==> src/rtl/reg_check_seq_pkg.sv <==
`default_nettype none
// ============================================================================
// Module      : reg_check_seq_pkg
// Description : Shared types and helpers for the register self-check
//               sequencer: the sequencer state encoding and a masked
//               equality compare.
// Revision    : 1.0 - initial release
// ============================================================================
package reg_check_seq_pkg;

  // Widest data word the masked compare accepts. Callers size-cast their
  // XLEN-wide operands up to this width, so XLEN must not exceed it.
  localparam int MASK_W = 64;

  typedef enum logic [1:0] {
    ST_IDLE = 2'd0,
    ST_RUN  = 2'd1,
    ST_PASS = 2'd2,
    ST_FAIL = 2'd3
  } chk_state_e;

  // True when a and b agree on every bit selected by m.
  function automatic logic masked_eq(input logic [MASK_W-1:0] a,
                                     input logic [MASK_W-1:0] b,
                                     input logic [MASK_W-1:0] m);
    return ((a ^ b) & m) == '0;
  endfunction

endpackage
`default_nettype wire

==> src/rtl/sat_counter.sv <==
`default_nettype none
// ============================================================================
// Module      : sat_counter
// Description : Up counter that stops at all-ones. It is shared by the
//               register check sequencer and the core performance counters.
// Ports       : clk, rst (async, active-high)
//               clr - synchronous clear to 0 (wins over en)
//               en  - count enable
//               q   - current count
//               max - q is all-ones (saturated)
// Revision    : 1.0 - initial release
// ============================================================================
module sat_counter #(
  parameter int W = 16
) (
  input  logic         clk,
  input  logic         rst,
  input  logic         clr,
  input  logic         en,
  output logic [W-1:0] q,
  output logic         max
);

  assign max = &q;

  always_ff @(posedge clk or posedge rst) begin
    if (rst) begin
      q <= '0;
    end else if (clr) begin
      q <= '0;
    end else if (en && !max) begin
      q <= q + W'(1);
    end
  end

endmodule
`default_nettype wire

==> src/rtl/reg_check_seq.sv <==
`default_nettype none
// ============================================================================
// Module      : reg_check_seq
// Description : Self-check sequencer. After start, it counts RUN cycles and
//               compares architectural registers, read through a
//               combinational probe port, against a table of
//               (cycle, reg, value, mask) checkpoints. It reports
//               pass/fail/timeout.
// Ports       : clk, rst (async, active-high)
//               start             - arms a run when not busy
//               num_checks        - checkpoints in use, sampled at start
//               chk_cycle/reg/val/mask - flattened checkpoint table (live)
//               probe_addr/data   - register file probe (async read)
//               busy, pass, fail, fail_idx, fail_got, timeout - status
// Revision    : 1.0 - initial release
// ============================================================================
module reg_check_seq
  import reg_check_seq_pkg::*;
#(
  parameter  int XLEN       = 32,
  parameter  int NUM_REGS   = 32,
  parameter  int NUM_CHECKS = 8,   // must be at least 2
  parameter  int CYCLE_W    = 16,
  localparam int RIDX_W     = $clog2(NUM_REGS),
  localparam int CIDX_W     = $clog2(NUM_CHECKS)
) (
  input  logic                       clk,
  input  logic                       rst,
  input  logic                       start,
  input  logic [CIDX_W:0]            num_checks,
  input  logic [NUM_CHECKS*CYCLE_W-1:0] chk_cycle,
  input  logic [NUM_CHECKS*RIDX_W-1:0]  chk_reg,
  input  logic [NUM_CHECKS*XLEN-1:0]    chk_val,
  input  logic [NUM_CHECKS*XLEN-1:0]    chk_mask,
  output logic [RIDX_W-1:0]          probe_addr,
  input  logic [XLEN-1:0]            probe_data,
  output logic                       busy,
  output logic                       pass,
  output logic                       fail,
  output logic [CIDX_W-1:0]          fail_idx,
  output logic [XLEN-1:0]            fail_got,
  output logic                       timeout
);

  chk_state_e          r_state;
  logic [CIDX_W-1:0]   r_idx;
  logic [CIDX_W:0]     r_num;

  logic [CYCLE_W-1:0]  w_cnt;
  logic                w_cnt_max;
  logic                w_start;
  logic [CYCLE_W-1:0]  w_due;
  logic [XLEN-1:0]     w_val;
  logic [XLEN-1:0]     w_mask;
  logic                w_fire;
  logic                w_match;
  logic                w_last;

  // A new run may be armed from any state except RUN.
  assign w_start = start && (r_state != ST_RUN);

  sat_counter #(.W(CYCLE_W)) u_cnt (
    .clk (clk),
    .rst (rst),
    .clr (w_start),
    .en  (r_state == ST_RUN),
    .q   (w_cnt),
    .max (w_cnt_max)
  );

  // The table is read live at the current checkpoint index.
  assign w_due      = chk_cycle[int'(r_idx)*CYCLE_W +: CYCLE_W];
  assign probe_addr = chk_reg[int'(r_idx)*RIDX_W +: RIDX_W];
  assign w_val      = chk_val[int'(r_idx)*XLEN +: XLEN];
  assign w_mask     = chk_mask[int'(r_idx)*XLEN +: XLEN];

  // The >= compare lets checkpoints that are late (equal or out-of-order due
  // cycles) fire back to back, one per cycle.
  assign w_fire  = (r_state == ST_RUN) && (w_cnt >= w_due);
  assign w_match = masked_eq(MASK_W'(probe_data), MASK_W'(w_val), MASK_W'(w_mask));
  assign w_last  = ({1'b0, r_idx} == (r_num - 1'b1));

  always_ff @(posedge clk or posedge rst) begin
    if (rst) begin
      r_state  <= ST_IDLE;
      r_idx    <= '0;
      r_num    <= '0;
      busy     <= 1'b0;
      pass     <= 1'b0;
      fail     <= 1'b0;
      fail_idx <= '0;
      fail_got <= '0;
      timeout  <= 1'b0;
    end else begin
      case (r_state)
        ST_IDLE, ST_PASS, ST_FAIL: begin
          if (start) begin
            r_idx    <= '0;
            r_num    <= num_checks;
            fail     <= 1'b0;
            fail_idx <= '0;
            fail_got <= '0;
            timeout  <= 1'b0;
            if (num_checks == '0) begin
              r_state <= ST_PASS;
              pass    <= 1'b1;
            end else begin
              r_state <= ST_RUN;
              pass    <= 1'b0;
              busy    <= 1'b1;
            end
          end
        end
        ST_RUN: begin
          // A check that fires wins over saturation. If it matches but is
          // not the last one, the run still times out on the saturated
          // cycle, and the checkpoint that was current is reported.
          if (w_fire && !w_match) begin
            r_state  <= ST_FAIL;
            busy     <= 1'b0;
            fail     <= 1'b1;
            fail_idx <= r_idx;
            fail_got <= probe_data;
          end else if (w_fire && w_last) begin
            r_state <= ST_PASS;
            busy    <= 1'b0;
            pass    <= 1'b1;
          end else if (w_cnt_max) begin
            r_state  <= ST_FAIL;
            busy     <= 1'b0;
            fail     <= 1'b1;
            timeout  <= 1'b1;
            fail_idx <= r_idx;
          end else if (w_fire) begin
            r_idx <= r_idx + 1'b1;
          end
        end
        default: begin
          r_state <= ST_IDLE;
          busy    <= 1'b0;
        end
      endcase
    end
  end

endmodule
`default_nettype wire
==> config.mk <==
export PLATFORM = sky130hd
export DESIGN_NAME = reg_check_seq
export DESIGN_NICKNAME = d
export VERILOG_FILES = /design/src/rtl/reg_check_seq_pkg.sv /design/src/rtl/sat_counter.sv /design/src/rtl/reg_check_seq.sv
export SDC_FILE = /design/constraint.sdc
export NUM_CORES = 1
export LEC_CHECK = 0
export ABC_CLOCK_PERIOD_IN_PS = 6100
export CAP_MARGIN = 20
export CORE_AREA = 2 2 300 302
export CTS_BUF_LIST = sky130_fd_sc_hd__clkbuf_8 sky130_fd_sc_hd__clkbuf_16
export DETAILED_ROUTE_END_ITERATION = 8
export DIE_AREA = 0 0 302 304
export MAX_ROUTING_LAYER = met4
export SYNTH_ARGS = -nofsm -noshare
export SYNTH_HDL_FRONTEND = slang
export SYNTH_SLANG_ARGS = --single-unit
==> constraint.sdc <==
create_clock -name clk -period 6.1 [get_ports clk]
set_input_delay 1.22 -clock clk [delete_from_list [all_inputs] [get_ports clk]]
set_output_delay 1.22 -clock clk [all_outputs]
set_load 0.005 [all_outputs]
==> flow_summary.toml <==
[status]
run_status = "finished clean"

[setup_path]
slowest_delay_ns = 1.02
critical_path_sink_type = "flip-flop"
worst_path_max_delay_cell = "dfrtp_4"
reg2regPathDepth = 12
cp_data_required_time_ns = 6.33
chain_of_cells_forming_the_critical_path = "buf_4, buf_12, mux4_2, a22o_1, a211o_1, a2111oi_2, nand4_1, buf_4, and3_2, buf_12, nand2_1, o21ai_1"
worst-setup-path-type = "flip-flop to flip-flop"
crit_cells = 12
startpoint_type = "flip-flop"
worst-endpoint-arrival_ns = 5.22
timing.critical_path.buf_inv = 4
timing.critical_path.max_delay_family = "buffers and inverters"
critical_path_fanout_max = 64

[logic_synthesis]
seq_area_frac_synth_pct = 17.4
synth_seq_cells = 64
syn_nets = 1770
ys_dominant_reg_cell = "dfrtp_1"
ys_async_sr_fraction_pct = 100
netlist_area_um2 = 9190
postSynthCellCount = 1032
synth-warning-count = 0
synth_enable_flop_cells = 0
synth.lib_cells_used.distinct = 71
avgSynthCellArea_um2 = 8.91

[sta]
fmaxAchievable_ghz = 0.201
final-setup-viol-count = 0
slew_headroom_pct = 29.5
final_min_period_over_clock_period_pct = 81.8
tightestPinTransition_ns = 1.05
timing_hold_violations_final = 0
timing.clock.skew_ns = 0.00821
drv_slew = 0
fin_setup_tns_ns = 0
fin_hold_ws_ns = 0.506
rsz_0062_raised_after_global_routing = "false"
tmin_final_ns = 4.99

[global_route]
global_route.usage.met2_pct = 32.6
first_global_vias = 12500
grt_most_used_layer = "met2"
antenna_found_initial = 56
grt_util_all_layers_pct = 18.0
first_pass_grt_wire_length_mm = 107
overflow = 0
grt_use_met1_pct = 18.9
grt_start_max_net_pins = 66
grt.met3_usage_pct = 3.99

[floorplanning]
rows = 110
fp.dieW_um = 302
chipHeight_um = 304
dieArea_um2 = 91800
initial_core_util_pct = 10.3
ports_placed_on_the_boundary = 763
design.core.area_um2 = 89000

[detailed_routing]
drt_pass1_iterations = 5
routed-via-count = 12000
remaining_drc_errors = 0
finalWirelength_mm = 83.5
drt_iter0_drc = 806
route.antenna.remaining_nets = 0
viasPerCell = 4.03
route.detailed.wl_per_inst_um = 28.1

[place]
io_buffers = 762
post-dp-hpwl_mm = 74.0
placer_s_final_routability_congestion_estimate = 0.951
place.detailed.instances = 2917
postPlaceCellArea_um2 = 18200

[pwr]
power_per_cell_area_nw_per_um2 = 178
vdd_drop_max_mv = 0.124
cellLeakagePower_nw = 6.50
final_total_pwr_mw = 3.32

[cts]
cts_inserted_buffers = 9
cts_tree = "built"
cts.path.max_buffers = 2
cts.htree.levels = 3
clkTransAtPathRegs_ns = 0.06
insertion_delay_ns = 0.35
cts.root.buffer_cell = "clkbuf_16"
cts.repair_timing.setup_buffer_count = 0
cts.sinks = 64
holdBufCountCts = 0
post_cts_resized = 0

[final_layout]
layout-area-overhead-vs-synth_pct = 102
layout_commonest_cell = "clkdlybuf4s50_1"
layout.cells.most_common_list = "761 x clkdlybuf4s50_1, 144 x xor2_1, 114 x nand2_1, 87 x mux2i_1, 61 x dfrtp_1"
proportion_of_layout_cells_with_a_drive_suffix_above_1_pct = 8.20
final_nets = 2490
finish.cell_count_without_fillers = 2968
fin_area_um2 = 18600

[hold_path]
hp-class = "flip-flop to flip-flop"
worst_hold_path.num_cells = 1

[run]
max-cap-violations = 0
## path summary, 6_finish.rpt
check | startpoint | to | slack (ns)
max in group asynchronous | rst | r_idx[1] | 3.90
min in group asynchronous | rst | fail_got[0] | 1.15
worst min register to register | pass | pass | 0.51
worst max-delay path | r_idx[0] | fail_got[30] | 1.11
worst min-delay path | pass | pass | 0.51
worst max register to register | r_idx[0] | fail_got[30] | 1.11
## power by group
| part | switching (mW) | internal [mW] |
|---|---|---|
| Sequential | 0.182 | 0.586 |
| Clock | 0.214 | 0.367 |
| Combinational | 0.904 | 1.06 |
| Total | 1.30 | 2.02 |
## registers in the layout, indices dropped and copies added, names as in the netlist
signal,cells
fail_idx,3
r_num,4
u_cnt.q,16
pass,1
r_idx,3
busy,1
r_state,2
fail,1
timeout,1
fail_got,32
## logic make-up (layout without fill, tap and decap cells)
| logic type | after synthesis | count (layout) | share of synthesized area, % |
|---|---|---|---|
| AOI/OAI and AO/OA | 234 | 234 | 17.8 |
| DFF | 64 | 64 | 17.4 |
| muxes | 164 | 164 | 25.5 |
| buffers and inverters | 108 | 833 | 5.69 |
| other | 0 | 35 | 0 |
| xor gates and xnor gates | 161 | 161 | 15.3 |
| and+or+nand+nor | 282 | 282 | 15.7 |
| adders and majority gates | 19 | 19 | 2.59 |
## cell usage after synthesis, drive strengths merged (9+ instances only)
| cell | n | area (um^2) |
|---|---|---|
| a221oi | 16 | 140 |
| nand3 | 50 | 250 |
| nand2 | 115 | 432 |
| a31oi | 9 | 56.3 |
| and3 | 10 | 62.6 |
| a21o | 9 | 67.6 |
| mux4 | 54 | 1220 |
| clkbuf | 43 | 161 |
| xor2 | 144 | 1260 |
| ha | 19 | 238 |
| a21oi | 32 | 164 |
| o21ai | 60 | 300 |
| xnor2 | 17 | 149 |
| inv | 17 | 63.8 |
| nor2 | 23 | 86.3 |
| nor4 | 17 | 106 |
| mux2i | 87 | 871 |
| nand3b | 16 | 120 |
| a22oi | 32 | 240 |
| mux2 | 23 | 259 |
| dfrtp | 64 | 1600 |
| buf | 47 | 294 |
## cell type report
type	count	area (um^2)
multi-input cells	860	7070
well taps	1176	1470
flip-flops and latches	64	1610
fillers	9846	70500
repair buffers	799	7950
diodes	35	87.6
clock buffers	10	239
inverters	18	68.8
clock inverters	6	83.8
## through the flow
step	setup WS, ns	utilization [%]
final	1.11	20.9
after global routing	0.864	20.8
after CTS	0.973	20.8
after detailed placement	0.784	20.4
after global placement	0.758	20.4
after floorplan	1.24	-
## routing by layer
layer  up-vias  wire length [um]
met4         0              3220
li1       5395                 -
met1      5684             30200
met2       757             43100
met5         -                 0
met3       123              6910
Power figures use the tool's default switching activity.
